[src/rtl/add_mon_pkg.sv]
// Shared types and defaults for the adder error monitor.
// Holds the window FSM encoding and the counter-width helper.
package add_mon_pkg;

    typedef enum logic [1:0] {
        ST_IDLE  = 2'd0,
        ST_RUN   = 2'd1,
        ST_DRAIN = 2'd2,
        ST_DONE  = 2'd3
    } mon_state_e;

    localparam int DEF_W       = 16;
    localparam int DEF_SAMPLES = 1024;

    // Smallest counter width that can still represent the value `samples`.
    function automatic int cnt_width(input int samples);
        return $clog2(samples + 1);
    endfunction

endpackage

[src/rtl/add_err_stage.sv]
// Exact-sum and absolute-difference datapath; purely combinational, 0 cycles.
// No handshake: the caller qualifies inputs and outputs with its own valids.
module add_err_stage #(
    parameter int W = 16
) (
    input  logic [W-1:0] a,
    input  logic [W-1:0] b,
    output logic [W:0]   sum,
    input  logic [W:0]   lhs,
    input  logic [W:0]   rhs,
    output logic [W:0]   abs_diff
);

    assign sum      = {1'b0, a} + {1'b0, b};
    assign abs_diff = (lhs >= rhs) ? (lhs - rhs) : (rhs - lhs);

endmodule

[src/rtl/add_err_monitor.sv]
// Error statistics (count, worst case, abs-error sum) for an adder over a window; sample -> stats in 2 cycles.
// in_ready is high only in RUN until SAMPLES accepts; unaccepted valid samples are left untouched.
module add_err_monitor
    import add_mon_pkg::*;
#(
    parameter int W       = DEF_W,
    parameter int SAMPLES = DEF_SAMPLES,
    parameter int CNT_W   = 11,
    parameter int ACC_W   = W + 1 + CNT_W
) (
    input  logic             clk,
    input  logic             rst_n,
    input  logic             start,
    input  logic             in_valid,
    output logic             in_ready,
    input  logic [W-1:0]     a,
    input  logic [W-1:0]     b,
    input  logic [W:0]       o_dut,
    output logic             busy,
    output logic             done,
    output logic [CNT_W-1:0] err_cnt,
    output logic [W:0]       wce,
    output logic [ACC_W-1:0] sae
);

    if (SAMPLES < 1) begin : g_bad_samples
        $error("add_err_monitor: SAMPLES must be at least 1");
    end
    if (CNT_W < cnt_width(SAMPLES)) begin : g_bad_cnt_w
        $error("add_err_monitor: CNT_W too small to hold SAMPLES");
    end

    mon_state_e       state_q, state_d;
    logic [CNT_W-1:0] acc_cnt_q, acc_cnt_d;
    logic             s1_vld_q, s1_vld_d;
    logic [W-1:0]     s1_a_q, s1_a_d;
    logic [W-1:0]     s1_b_q, s1_b_d;
    logic [W:0]       s1_o_q, s1_o_d;
    logic             s2_vld_q, s2_vld_d;
    logic [W:0]       s2_exact_q, s2_exact_d;
    logic [W:0]       s2_o_q, s2_o_d;
    logic [CNT_W-1:0] err_cnt_q, err_cnt_d;
    logic [W:0]       wce_q, wce_d;
    logic [ACC_W-1:0] sae_q, sae_d;

    logic       accept;
    logic       clear;
    logic [W:0] exact_w;
    logic [W:0] diff_w;

    add_err_stage #(.W(W)) u_stage (
        .a        (s1_a_q),
        .b        (s1_b_q),
        .sum      (exact_w),
        .lhs      (s2_exact_q),
        .rhs      (s2_o_q),
        .abs_diff (diff_w)
    );

    // in_ready depends on registered state only, never on in_valid.
    assign in_ready = (state_q == ST_RUN) && (acc_cnt_q < CNT_W'(SAMPLES));
    assign accept   = in_valid && in_ready;
    assign busy     = (state_q == ST_RUN) || (state_q == ST_DRAIN);
    assign done     = (state_q == ST_DONE);
    assign err_cnt  = err_cnt_q;
    assign wce      = wce_q;
    assign sae      = sae_q;

    always_comb begin
        state_d = state_q;
        clear   = 1'b0;
        case (state_q)
            ST_IDLE: begin
                if (start) begin
                    state_d = ST_RUN;
                    clear   = 1'b1;
                end
            end
            ST_RUN: begin
                if (acc_cnt_q == CNT_W'(SAMPLES)) state_d = ST_DRAIN;
            end
            // Stage 2 retires its last sample on this same edge.
            ST_DRAIN: begin
                if (!s1_vld_q) state_d = ST_DONE;
            end
            ST_DONE: begin
                if (start) begin
                    state_d = ST_RUN;
                    clear   = 1'b1;
                end
            end
            default: state_d = ST_IDLE;
        endcase
    end

    always_comb begin
        acc_cnt_d  = accept ? acc_cnt_q + {{(CNT_W-1){1'b0}}, 1'b1} : acc_cnt_q;
        s1_vld_d   = accept;
        s1_a_d     = accept ? a     : s1_a_q;
        s1_b_d     = accept ? b     : s1_b_q;
        s1_o_d     = accept ? o_dut : s1_o_q;
        s2_vld_d   = s1_vld_q;
        s2_exact_d = s1_vld_q ? exact_w : s2_exact_q;
        s2_o_d     = s1_vld_q ? s1_o_q  : s2_o_q;
        err_cnt_d  = err_cnt_q;
        wce_d      = wce_q;
        sae_d      = sae_q;
        if (s2_vld_q) begin
            err_cnt_d = err_cnt_q + {{(CNT_W-1){1'b0}}, |diff_w};
            wce_d     = (diff_w > wce_q) ? diff_w : wce_q;
            sae_d     = sae_q + {{(ACC_W-W-1){1'b0}}, diff_w};
        end
        if (clear) begin
            acc_cnt_d = '0;
            s1_vld_d  = 1'b0;
            s2_vld_d  = 1'b0;
            err_cnt_d = '0;
            wce_d     = '0;
            sae_d     = '0;
        end
    end

    always_ff @(posedge clk or negedge rst_n) begin
        if (!rst_n) begin
            state_q    <= ST_IDLE;
            acc_cnt_q  <= '0;
            s1_vld_q   <= 1'b0;
            s1_a_q     <= '0;
            s1_b_q     <= '0;
            s1_o_q     <= '0;
            s2_vld_q   <= 1'b0;
            s2_exact_q <= '0;
            s2_o_q     <= '0;
            err_cnt_q  <= '0;
            wce_q      <= '0;
            sae_q      <= '0;
        end else begin
            state_q    <= state_d;
            acc_cnt_q  <= acc_cnt_d;
            s1_vld_q   <= s1_vld_d;
            s1_a_q     <= s1_a_d;
            s1_b_q     <= s1_b_d;
            s1_o_q     <= s1_o_d;
            s2_vld_q   <= s2_vld_d;
            s2_exact_q <= s2_exact_d;
            s2_o_q     <= s2_o_d;
            err_cnt_q  <= err_cnt_d;
            wce_q      <= wce_d;
            sae_q      <= sae_d;
        end
    end

endmodule

[config.mk]
export PLATFORM = sky130hd
export DESIGN_NAME = add_err_monitor
export DESIGN_NICKNAME = d
export VERILOG_FILES = /design/src/rtl/add_mon_pkg.sv /design/src/rtl/add_err_stage.sv /design/src/rtl/add_err_monitor.sv
export SDC_FILE = /design/constraint.sdc
export NUM_CORES = 1
export LEC_CHECK = 0
export CORE_ASPECT_RATIO = 1.1
export CORE_MARGIN = 8
export CORE_UTILIZATION = 45
export DETAILED_ROUTE_END_ITERATION = 8
export GPL_ROUTABILITY_DRIVEN = 0
export PLACE_DENSITY = 0.66
export SYNTH_ARGS = -nofsm -noshare
export SYNTH_HDL_FRONTEND = slang
export SYNTH_SLANG_ARGS = --single-unit
export TNS_END_PERCENT = 10
[constraint.sdc]
create_clock -name clk -period 6.67 [get_ports clk]
set_input_delay 1.334 -clock clk [delete_from_list [all_inputs] [get_ports clk]]
set_output_delay 1.334 -clock clk [all_outputs]
set_load 0.005 [all_outputs]
==> results_dict.tcl <==
set metrics [dict create \
    die_h_um 173.3 \
    synthFlopType "dfrtp_1" \
    core_region_area_mm2 0.02211 \
    finish.utilization 0.5436 \
    die_w_um 159.0 \
    dr.first_iter.drc_count 415 \
    synthMostInstantiatedCell "dfrtp_1" \
    via_per_inst 5.576 \
    dp.cells 1458 \
    hold_viol 0 \
    hpwl_um 18190 \
    synth-seq-cells 154 \
    port-buffer-count 111 \
    cts_tree "built" \
    setup-tns-final_ns 0 \
    crit_type "reg -> reg" \
    row_count 57 \
    rsz0062_at_grt "no" \
    final_cells 1489 \
    fin_nets 1329 \
    met3_length_um 1072 \
    syn_nets 1234 \
    period_share 0.8499 \
    crit_path_max_fanout 17 \
    path_clk_slew_ns 0.06 \
    multi_input_area_mm2 0.005707 \
    cp_data_arrival_time_ns 6.04 \
    grt_first_pass_wirelength_um 41380 \
    ys_async_sr_fraction 1.000 \
    top_layer_used "met4" \
    setup_viol 0 \
    grt-ovfl-total 0 \
    track_usage 0.1782 \
    worst_slew_pin_slew_ns 0.9311 \
    syn_inst 1087 \
    htreeDepth 4 \
    maxCapViolations 0 \
    clock.fmax_ghz 0.1764 \
    pin_count 112 \
    seq_area_frac_synth 0.3805 \
    drc 0 \
    clock_skew_ns 0.01387 \
    synth-edff-count 0 \
    ctsHoldBuffers 0 \
    start_kind "register" \
    cp-end-kind "register" \
    drt_wl_total_um 24370 \
    n_fill_cell 2035 \
    period_needed_ns 5.669 \
    postRouteAntennaNets 0 \
    routedWlPerCell_um 16.37 \
    cts_buffers 17 \
    yosys.cell_types.count 76 \
    relSlewSlack 0.3793 \
    cts_root_buf "clkbuf_16" \
    antenna_cells 0 \
    worstPathRequired_ns 7.04 \
    antenna_found_initial 0 \
    synthTopCellsByArea "dfrtp_1 38%, ha_1 11%, mux2_2 5.2%, o21ai_0 4.0%, inv_1 3.3%" \
    regArea_mm2 0.003855 \
    yosysTopAreaCell "dfrtp_1" \
    hold_ws_ns 0.4800 \
    syn_avg_cell_area_um2 9.317 \
    syn2layout_area_growth_pct 18.68 \
    ctsResizeCount 0 \
    clk_path_buf_depth 2 \
    first_global_vias 8280 \
    vias 8303 \
    dr.pass1.iters 5 \
    slew_violations 0 \
    grt_max_degree 102 \
    clock_latency_ns 0.43 \
    min_path_type "reg -> reg" \
    clkSinkCount 154 \
    synthTopCellsByCount "154 x dfrtp_1, 90 x ha_1, 88 x inv_1" \
    start_util 0.4581 \
    die-area_mm2 0.02757 \
    netlist_area_mm2 0.01013 \
    outcome "complete, no violations" \
    synth_top_area_share 0.3805 \
    wl_met1_um 11540 \
    layout-drive-gt1-share 0.09631 \
    post_cts_buffers 0 \
    synth_warnings 0 \
    wl_met2_um 11210 \
]
path summary, 6_finish.rpt:
path / startpoint / to / slack, ns / cells after the start
max in group asynchronous: rst_n / s2_exact_q[1] / 4.38 / 2
min in group asynchronous: rst_n / sae[21] / 1.02 / 1
worst min-delay path: s1_o_q[1] / s2_o_q[1] / 0.48 / 2
worst min register to register: s1_o_q[1] / s2_o_q[1] / 0.48 / 2
worst max register to register: s2_exact_q[2] / wce[14] / 1.00 / 20
worst max-delay path: s2_exact_q[2] / wce[14] / 1.00 / 20
per-stage QoR:
step,setup slack (ns),instance area (µm²)
2_1_floorplan,2.119,10130
3_3_place_gp,1.118,11440
3_5_place_dp,1.063,11440
4_1_cts,1.044,12020
5_1_grt,0.6258,12020
6_report,1.001,12020
cell families (layout without fill, tap and decap cells):
family	after synthesis	in the layout	synth area share
simple gates	333	333	0.1684
compound gates	279	279	0.1780
flops	154	154	0.3805
buf+inv	132	239	0.05621
fa+ha+maj	94	94	0.1191
mux	61	61	0.06610
xor+xnor	34	34	0.03163
metal layers:
layer  GRT usage  vias up
met5           0        -
met4     0.07120        0
met3     0.02779       32
met2      0.2815      226
met1      0.2406     3955
li1            -     4090
worst max-delay path, stage by stage (launching register included):
cell and delay [ns]:
dfrtp_1 0.35, inv_1 0.06, ha_1 0.51, nand4_1 0.15, or4_4 0.56, a311oi_2 0.79
a2111oi_0 0.16, a21oi_1 0.21, xor2_1 0.52, ha_1 0.36, a21o_1 0.16, a21o_1 0.17
a21o_1 0.17, a21oi_1 0.15, o2111ai_1 0.13, a211oi_1 0.21, buf_4 0.20, nor2_1 0.13
buf_4 0.28, a21bo_2 0.20, o211a_1 0.13
cell type report:
class / count / area share
multi-input combinational: 801 / 0.4748
timing repair buffer: 120 / 0.09817
clock inverter: 11 / 0.009265
sequential: 154 / 0.3207
clock buffer: 20 / 0.03883
tap: 295 / 0.03071
inverter: 88 / 0.02748
flip-flops by register name, summed over array words and instances (netlist names):
signal      cells
wce            17
state_q         2
s2_vld_q        1
s1_vld_q        1
s1_a_q         16
s2_o_q         17
acc_cnt_q      11
s1_b_q         16
err_cnt        11
sae            28
s1_o_q         17
s2_exact_q     17
cell usage in the layout, fill, tap and decap left out, types with 16 or more instances in the layout:
master,netlist,final
dfrtp_1,154,153
clkdlybuf4s50_1,0,110
ha_1,90,90
inv_1,88,88
nand2_1,87,87
nor2_1,80,80
o21ai_0,80,80
a21oi_1,65,65
mux2_2,47,47
nor3_1,23,23
or3_1,22,22
nand3_1,21,21
o211ai_1,19,19
xor2_1,18,18
clkbuf_16,0,17
a21o_1,16,16
Power is not shown: default switching activity piles up to over one toggle a cycle in this logic, so the estimate is an artifact.
